## config.mk

```make
export PLATFORM = sky130hd
export DESIGN_NAME = intpol2_dn_ctrl
export DESIGN_NICKNAME = d
export VERILOG_FILES = /design/src/rtl/intpol2_dn_pkg.sv /design/src/rtl/intpol2_dn_counters.sv /design/src/rtl/intpol2_dn_ctrl.sv
export SDC_FILE = /design/constraint.sdc
export NUM_CORES = 1
export LEC_CHECK = 0
export BUFFER_PORTS_ARGS = -buffer_cell sky130_fd_sc_hd__buf_2
export CORE_AREA = 2 2 100 102
export CTS_CLUSTER_SIZE = 8
export DETAILED_ROUTE_END_ITERATION = 7
export DIE_AREA = 0 0 102 104
export GPL_TIMING_DRIVEN = 0
export PLACE_DENSITY = 0.87
export SYNTH_ARGS = -nofsm -noshare
export SYNTH_HDL_FRONTEND = slang
export SYNTH_SLANG_ARGS = --single-unit
export TNS_END_PERCENT = 30
```

## constraint.sdc

```tcl
create_clock -name clk -period 7.3 [get_ports clk]
set_input_delay 1.095 -clock clk [delete_from_list [all_inputs] [get_ports clk]]
set_output_delay 1.095 -clock clk [all_outputs]
set_load 0.05 [all_outputs]
```

## src/rtl/intpol2_dn_pkg.sv

```systemverilog
// rtl/intpol2_dn_pkg.sv - shared types, defaults and helpers for the intpol2 D/NCH controller
package intpol2_dn_pkg;

    function automatic int clog2(input int v);
        int r;
        r = 0;
        while ((1 << r) < v) r = r + 1;
        return r;
    endfunction

    localparam int LOG2_D_DEF = 2;
    localparam int NCH_DEF    = 1;
    localparam int D_DEF      = 1 << LOG2_D_DEF;
    localparam int CH_W_DEF   = (NCH_DEF > 1) ? clog2(NCH_DEF) : 1;

    typedef enum logic [2:0] {
        S_IDLE   = 3'd0,
        S_PRIME  = 3'd1,
        S_FETCH  = 3'd2,
        S_CALC   = 3'd3,
        S_BYPASS = 3'd4,
        S_DONE   = 3'd5
    } state_t;

endpackage

```

## src/rtl/intpol2_dn_counters.sv

```systemverilog
// rtl/intpol2_dn_counters.sv - xi / channel / sample counters with terminal flags
module intpol2_dn_counters #(
    parameter int CONFIG_WIDTH = 32,
    parameter int LOG2_D       = 2,
    parameter int NCH          = 1,
    parameter int CH_W         = 1
) (
    input  logic                    clk,
    input  logic                    rstn,
    input  logic                    clr,
    input  logic                    xi_inc,
    input  logic                    ch_inc,
    input  logic                    smp_inc,
    input  logic                    smp_clr,
    input  logic [CONFIG_WIDTH-1:0] smp_lim,
    output logic [LOG2_D-1:0]       xi,
    output logic [CH_W-1:0]         ch,
    output logic                    xi_last,
    output logic                    ch_last,
    output logic                    smp_last
);
    localparam int D = 1 << LOG2_D;

    logic [LOG2_D-1:0]       xi_q, xi_d;
    logic [CH_W-1:0]         ch_q, ch_d;
    logic [CONFIG_WIDTH-1:0] smp_q, smp_d;

    assign xi       = xi_q;
    assign ch       = ch_q;
    assign xi_last  = (xi_q == LOG2_D'(D - 1));
    assign ch_last  = (ch_q == CH_W'(NCH - 1));
    assign smp_last = (smp_q == smp_lim);

    // xi is exactly LOG2_D wide, so it wraps to 0 on its own after D-1
    always_comb begin
        xi_d  = xi_q;
        ch_d  = ch_q;
        smp_d = smp_q;
        if (clr) begin
            xi_d  = '0;
            ch_d  = '0;
            smp_d = '0;
        end else begin
            if (xi_inc)
                xi_d = xi_q + LOG2_D'(1);
            if (ch_inc)
                ch_d = ch_last ? '0 : ch_q + CH_W'(1);
            if (smp_clr)
                smp_d = '0;
            else if (smp_inc)
                smp_d = smp_q + CONFIG_WIDTH'(1);
        end
    end

    always_ff @(posedge clk or negedge rstn) begin
        if (!rstn) begin
            xi_q  <= '0;
            ch_q  <= '0;
            smp_q <= '0;
        end else begin
            xi_q  <= xi_d;
            ch_q  <= ch_d;
            smp_q <= smp_d;
        end
    end

endmodule

```

## src/rtl/intpol2_dn_ctrl.sv

```systemverilog
// rtl/intpol2_dn_ctrl.sv - quadratic interpolator control FSM (D=2^LOG2_D, NCH channels, bypass)
module intpol2_dn_ctrl
    import intpol2_dn_pkg::*;
#(
    parameter int CONFIG_WIDTH = 32,
    parameter int LOG2_D       = LOG2_D_DEF,
    parameter int NCH          = NCH_DEF,
    localparam int CH_W        = (NCH > 1) ? clog2(NCH) : 1
) (
    input  logic                    clk,
    input  logic                    rstn,
    input  logic                    start,
    input  logic                    bypass,
    input  logic [CONFIG_WIDTH-1:0] ilen,
    input  logic                    empty_i,
    input  logic                    afull_i,
    output logic                    rd_en,
    output logic                    ld_m,
    output logic [CH_W-1:0]         ch_sel,
    output logic [LOG2_D-1:0]       xi,
    output logic                    wr_en,
    output logic                    fifo_bypass,
    output logic                    clear,
    output logic                    busy,
    output logic                    stop_empty,
    output logic                    stop_afull,
    output logic                    done
);
    state_t                  state_q, state_d;
    logic [CONFIG_WIDTH-1:0] ilen_q, ilen_d;
    logic                    clear_q, clear_d;

    logic                    cnt_clr, xi_inc, ch_inc, smp_inc, smp_clr;
    logic [CONFIG_WIDTH-1:0] smp_lim;
    logic                    xi_last, ch_last, smp_last;

    intpol2_dn_counters #(
        .CONFIG_WIDTH(CONFIG_WIDTH),
        .LOG2_D      (LOG2_D),
        .NCH         (NCH),
        .CH_W        (CH_W)
    ) u_cnt (
        .clk     (clk),
        .rstn    (rstn),
        .clr     (cnt_clr),
        .xi_inc  (xi_inc),
        .ch_inc  (ch_inc),
        .smp_inc (smp_inc),
        .smp_clr (smp_clr),
        .smp_lim (smp_lim),
        .xi      (xi),
        .ch      (ch_sel),
        .xi_last (xi_last),
        .ch_last (ch_last),
        .smp_last(smp_last)
    );

    // smp doubles as the prime-pass counter; smp_lim picks its terminal value per state
    always_comb begin
        state_d = state_q;
        ilen_d  = ilen_q;
        clear_d = 1'b0;
        cnt_clr = 1'b0;
        xi_inc  = 1'b0;
        ch_inc  = 1'b0;
        smp_inc = 1'b0;
        smp_clr = 1'b0;
        smp_lim = '0;
        rd_en   = 1'b0;
        ld_m    = 1'b0;
        wr_en   = 1'b0;
        case (state_q)
            S_IDLE: begin
                if (start) begin
                    ilen_d  = ilen;
                    clear_d = 1'b1;
                    cnt_clr = 1'b1;
                    if (bypass)
                        state_d = (ilen == '0) ? S_DONE : S_BYPASS;
                    else
                        state_d = (ilen < CONFIG_WIDTH'(3)) ? S_DONE : S_PRIME;
                end
            end
            S_PRIME: begin
                smp_lim = CONFIG_WIDTH'(1);
                if (!empty_i) begin
                    rd_en  = 1'b1;
                    ld_m   = 1'b1;
                    ch_inc = 1'b1;
                    if (ch_last) begin
                        if (smp_last) begin
                            smp_clr = 1'b1;
                            state_d = S_FETCH;
                        end else begin
                            smp_inc = 1'b1;
                        end
                    end
                end
            end
            S_FETCH: begin
                if (!empty_i) begin
                    rd_en   = 1'b1;
                    ld_m    = 1'b1;
                    state_d = S_CALC;
                end
            end
            S_CALC: begin
                smp_lim = ilen_q - CONFIG_WIDTH'(3);
                if (!afull_i) begin
                    wr_en  = 1'b1;
                    xi_inc = 1'b1;
                    if (xi_last) begin
                        ch_inc  = 1'b1;
                        state_d = S_FETCH;
                        if (ch_last) begin
                            if (smp_last)
                                state_d = S_DONE;
                            else
                                smp_inc = 1'b1;
                        end
                    end
                end
            end
            S_BYPASS: begin
                smp_lim = ilen_q - CONFIG_WIDTH'(1);
                if (!empty_i && !afull_i) begin
                    rd_en  = 1'b1;
                    wr_en  = 1'b1;
                    ch_inc = 1'b1;
                    if (ch_last) begin
                        if (smp_last)
                            state_d = S_DONE;
                        else
                            smp_inc = 1'b1;
                    end
                end
            end
            S_DONE: begin
                cnt_clr = 1'b1;
                state_d = S_IDLE;
            end
            default: state_d = S_IDLE;
        endcase
    end

    always_ff @(posedge clk or negedge rstn) begin
        if (!rstn) begin
            state_q <= S_IDLE;
            ilen_q  <= '0;
            clear_q <= 1'b0;
        end else begin
            state_q <= state_d;
            ilen_q  <= ilen_d;
            clear_q <= clear_d;
        end
    end

    assign clear       = clear_q;
    assign busy        = (state_q != S_IDLE);
    assign done        = (state_q == S_DONE);
    assign fifo_bypass = (state_q == S_BYPASS);
    assign stop_empty  = empty_i && ((state_q == S_PRIME) || (state_q == S_FETCH) ||
                                     (state_q == S_BYPASS));
    assign stop_afull  = afull_i && ((state_q == S_CALC) ||
                                     ((state_q == S_BYPASS) && !empty_i));

endmodule

```

==> reports/metrics.cfg <==
[pwr]
swShare = 0.4632
p_int_mw = 1.037
seqPwrFrac = 0.331
power_mw = 1.932
p_clk_frac = 0.145
ir_drop_v = 0.0002331
power_leakage_nw = 2.489
pwr_density_cell_mw_per_mm2 = 327.7
switching_power_mw = 0.8948
comb_power_share = 0.523

[clock_network]
cts_buffers = 9
numClockSinks = 70
cts_buffer_depth = 2
htree_num_levels = 3
post-cts-setup-buffers = 0
clock_latency_ns = 0.37
root_buffer = clkbuf_8
clkTransAtPathRegs_ns = 0.07
holdBufCountCts = 0
cts_tree = yes
cts_resized = 0

[yosys]
ys.warnings.count = 0
yosys.cell_types.count = 70
synth_area_leader_cell = dfrtp_1
synthArstFlopShare = 1.000
synth_edf_count = 0
ys_seq_area_frac = 0.3287
syn_area_mm2 = 0.005329
synth_top_area_share = 0.3287
synth_cells = 638
avgSynthCellArea_um2 = 8.352
synth.area.top_cells = dfrtp_1, mux2_2, a221o_1
ys_seq_elements = 70
synth_top_flop_cell = dfrtp_1
synth_nets = 680

[routing]
num_vias = 5402
wl_per_cell_um = 17.46
postRouteAntennaNets = 0
drt_iter0_drc = 448
vias_per_cell = 6.485
drt_wl_total_um = 14550
firstDrtPassIters = 8
route.detailed.drc = 0

[timing]
post-route-period-util = 0.8279
hold_violations = 0
rsz0062_at_grt = no
timing.final.ws_setup_ns = 1.256
final.setup_skew_ns = 0.01073
clock.fmax_ghz = 0.1655
fin_crit_ns = 6.044
setup_viol = 0
tns_ns = 0
worstMarginPinSlew_ns = 0.9327
relSlewSlack = 0.3759
finalMaxSlewViolations = 0

[cells_and_area]
fin_cells = 833
diodes = 0
area_delta_synth_final_pct = 10.64
utilization = 0.6174
fin_nets = 737
final_common_cell = dfrtp_1
final_cell_mix = dfrtp_1, nor2_1, nand2_1, buf_2, clkbuf_1
drive_above_1_share = 0.1514
fillers = 850

[place]
portBuffers = 46
hpwl_um = 10790
dp_slack_ns = 1.431
routabilityCongestion = 0.9716
placed_cells = 817

[floorplanning]
initial_core_util = 0.5580
rows = 36
dieArea_mm2 = 0.01061
ios = 50
die_height_um = 104
fp.coreArea_mm2 = 0.009549
die_w_um = 102

[critical_path]
rr_startpoint = state_q[1]$_DFFE_PN0P_
r2r-end = u_cnt.smp_q[18]$_DFFE_PN0P_
crit_buf_inv = 7
regToRegSetupSlack_ns = 1.26
slowest_delay_ns = 0.77
endpoint_kind = register
start_kind = register
critPathTopFamily = compound AO/OA/AOI/OAI gates
arrival_ns = 6.30
path_common_cell = clkbuf_1
cp_cell_sequence = clkbuf_1, or3b_1, clkbuf_1, clkinv_1, fa_1, or4_1, clkbuf_1, o21ai_0, o21ai_0, a2111oi_0, a2111o_1, nor4_1, and4_1, clkbuf_1, a21oi_1, and3b_1, buf_6, buf_6, a221o_1
worst_ep_required_time_ns = 7.55
worst_r2r_path_depth = 19
cp_max_fo = 10
cpMaxStageDelayCell = a2111oi_0
setup.worst_path.class = reg2reg

[global_route]
grt_pass1_vias = 5031
grt_max_degree = 71
groute.usage.overall = 0.2860
overflow = 0
grt_pass1_wl_um = 24320
antenna_found_initial = 0

[hold_path]
hp-start = ilen_q[31]$_DFFE_PN0P_
min_path_cells = 1
holdPathEnd = ilen_q[31]$_DFFE_PN0P_
hold_path_class = reg2reg

[job]
maxCapViolations = 0

[status]
outcome = finished clean

-- synth_stat cells, types with 11 or more instances --
library cell and number:
dfrtp_1 70, nor2_1 63, nand2_1 50, clkbuf_1 40
and3_1 30, nand3_1 30, mux2_2 28, a221o_1 27
nor4_1 27, o21ai_0 25, xnor2_1 23, or3_1 19
nor3_1 18, a21oi_1 16, nand4_1 13, or4_1 12
inv_1 11
-- per-layer routing --
layer,track usage,vias up,share of wire
met5,0,-,0
met4,0.1171,0,0.034
met3,0.04032,49,0.074
met2,0.4511,288,0.48
met1,0.3933,2558,0.41
li1,-,2507,-
-- how the worst max path moves through the flow --
stage,from,endpoint,slack [ns],cells after the start
3_5_place_dp,state_q[1]$_DFFE_PN0P_,u_cnt.smp_q[12]$_DFFE_PN0P_,1.43,18
2_1_floorplan,state_q[1]$_DFFE_PN0P_,u_cnt.smp_q[11]$_DFFE_PN0P_,2.08,18
5_1_grt,state_q[1]$_DFFE_PN0P_,u_cnt.smp_q[17]$_DFFE_PN0P_,0.98,18
3_3_place_gp,state_q[1]$_DFFE_PN0P_,u_cnt.smp_q[17]$_DFFE_PN0P_,1.50,18
6_report,state_q[1]$_DFFE_PN0P_,u_cnt.smp_q[18]$_DFFE_PN0P_,1.26,19
4_1_cts,state_q[1]$_DFFE_PN0P_,u_cnt.smp_q[17]$_DFFE_PN0P_,1.38,18
-- state kept, by name, summed over array words and instances (netlist names) --
register	flops
u_cnt.smp_q	32
u_cnt.xi	2
ilen_q	32
state_q	3
clear	1
-- through the flow --
step                cell area (um2)  hold slack [ns]
global placement               5725           0.5153
detailed placement             5728           0.5212
finish                         5896           0.5399
floorplan                      5329           0.5011
global route                   5896           0.5526
CTS                            5896           0.5378
-- final cells by class --
class                           instances  area (um2)  share of cell area
Buffer                                 53       224.0             0.03799
Clock buffer                           12       145.1             0.02462
Clock inverter                          4       22.52            0.003820
Inverter                               12       45.04            0.007640
Multi-Input combinational cell        503        3308              0.5611
Sequential cell                        70        1752              0.2971
Tap cell                              133       166.4             0.02823
Timing Repair Buffer                   46       232.7             0.03947
-- worst reg2reg max path, stage by stage, from the launching register on --
cell	delay, ns
dfrtp_1	0.33
clkbuf_1	0.30
or3b_1	0.18
clkbuf_1	0.28
clkinv_1	0.39
fa_1	0.59
or4_1	0.52
clkbuf_1	0.20
o21ai_0	0.11
o21ai_0	0.10
a2111oi_0	0.77
a2111o_1	0.20
nor4_1	0.05
and4_1	0.21
clkbuf_1	0.16
a21oi_1	0.61
and3b_1	0.28
buf_6	0.15
buf_6	0.14
a221o_1	0.36
-- power groups by stage --
stage	Combinational (mW)	Sequential, mW	Clock, mW
floorplan	0.749	0.622	0
global placement	0.954	0.633	0
global route	1.10	0.661	0.297
finish	1.01	0.640	0.281
CTS	0.992	0.634	0.279
detailed placement	0.988	0.642	0
-- cell families after synthesis --
group | Yosys count | share of synthesized area
compound gates | 128 | 0.1827
xor+xnor | 32 | 0.05259
fa+ha+maj | 4 | 0.01080
buf+inv | 65 | 0.05048
flops | 70 | 0.3287
mux | 33 | 0.06856
other cells | 1 | 0.0007037
simple gates | 305 | 0.3055
No activity file was read; power rests on OpenSTA's default activity.
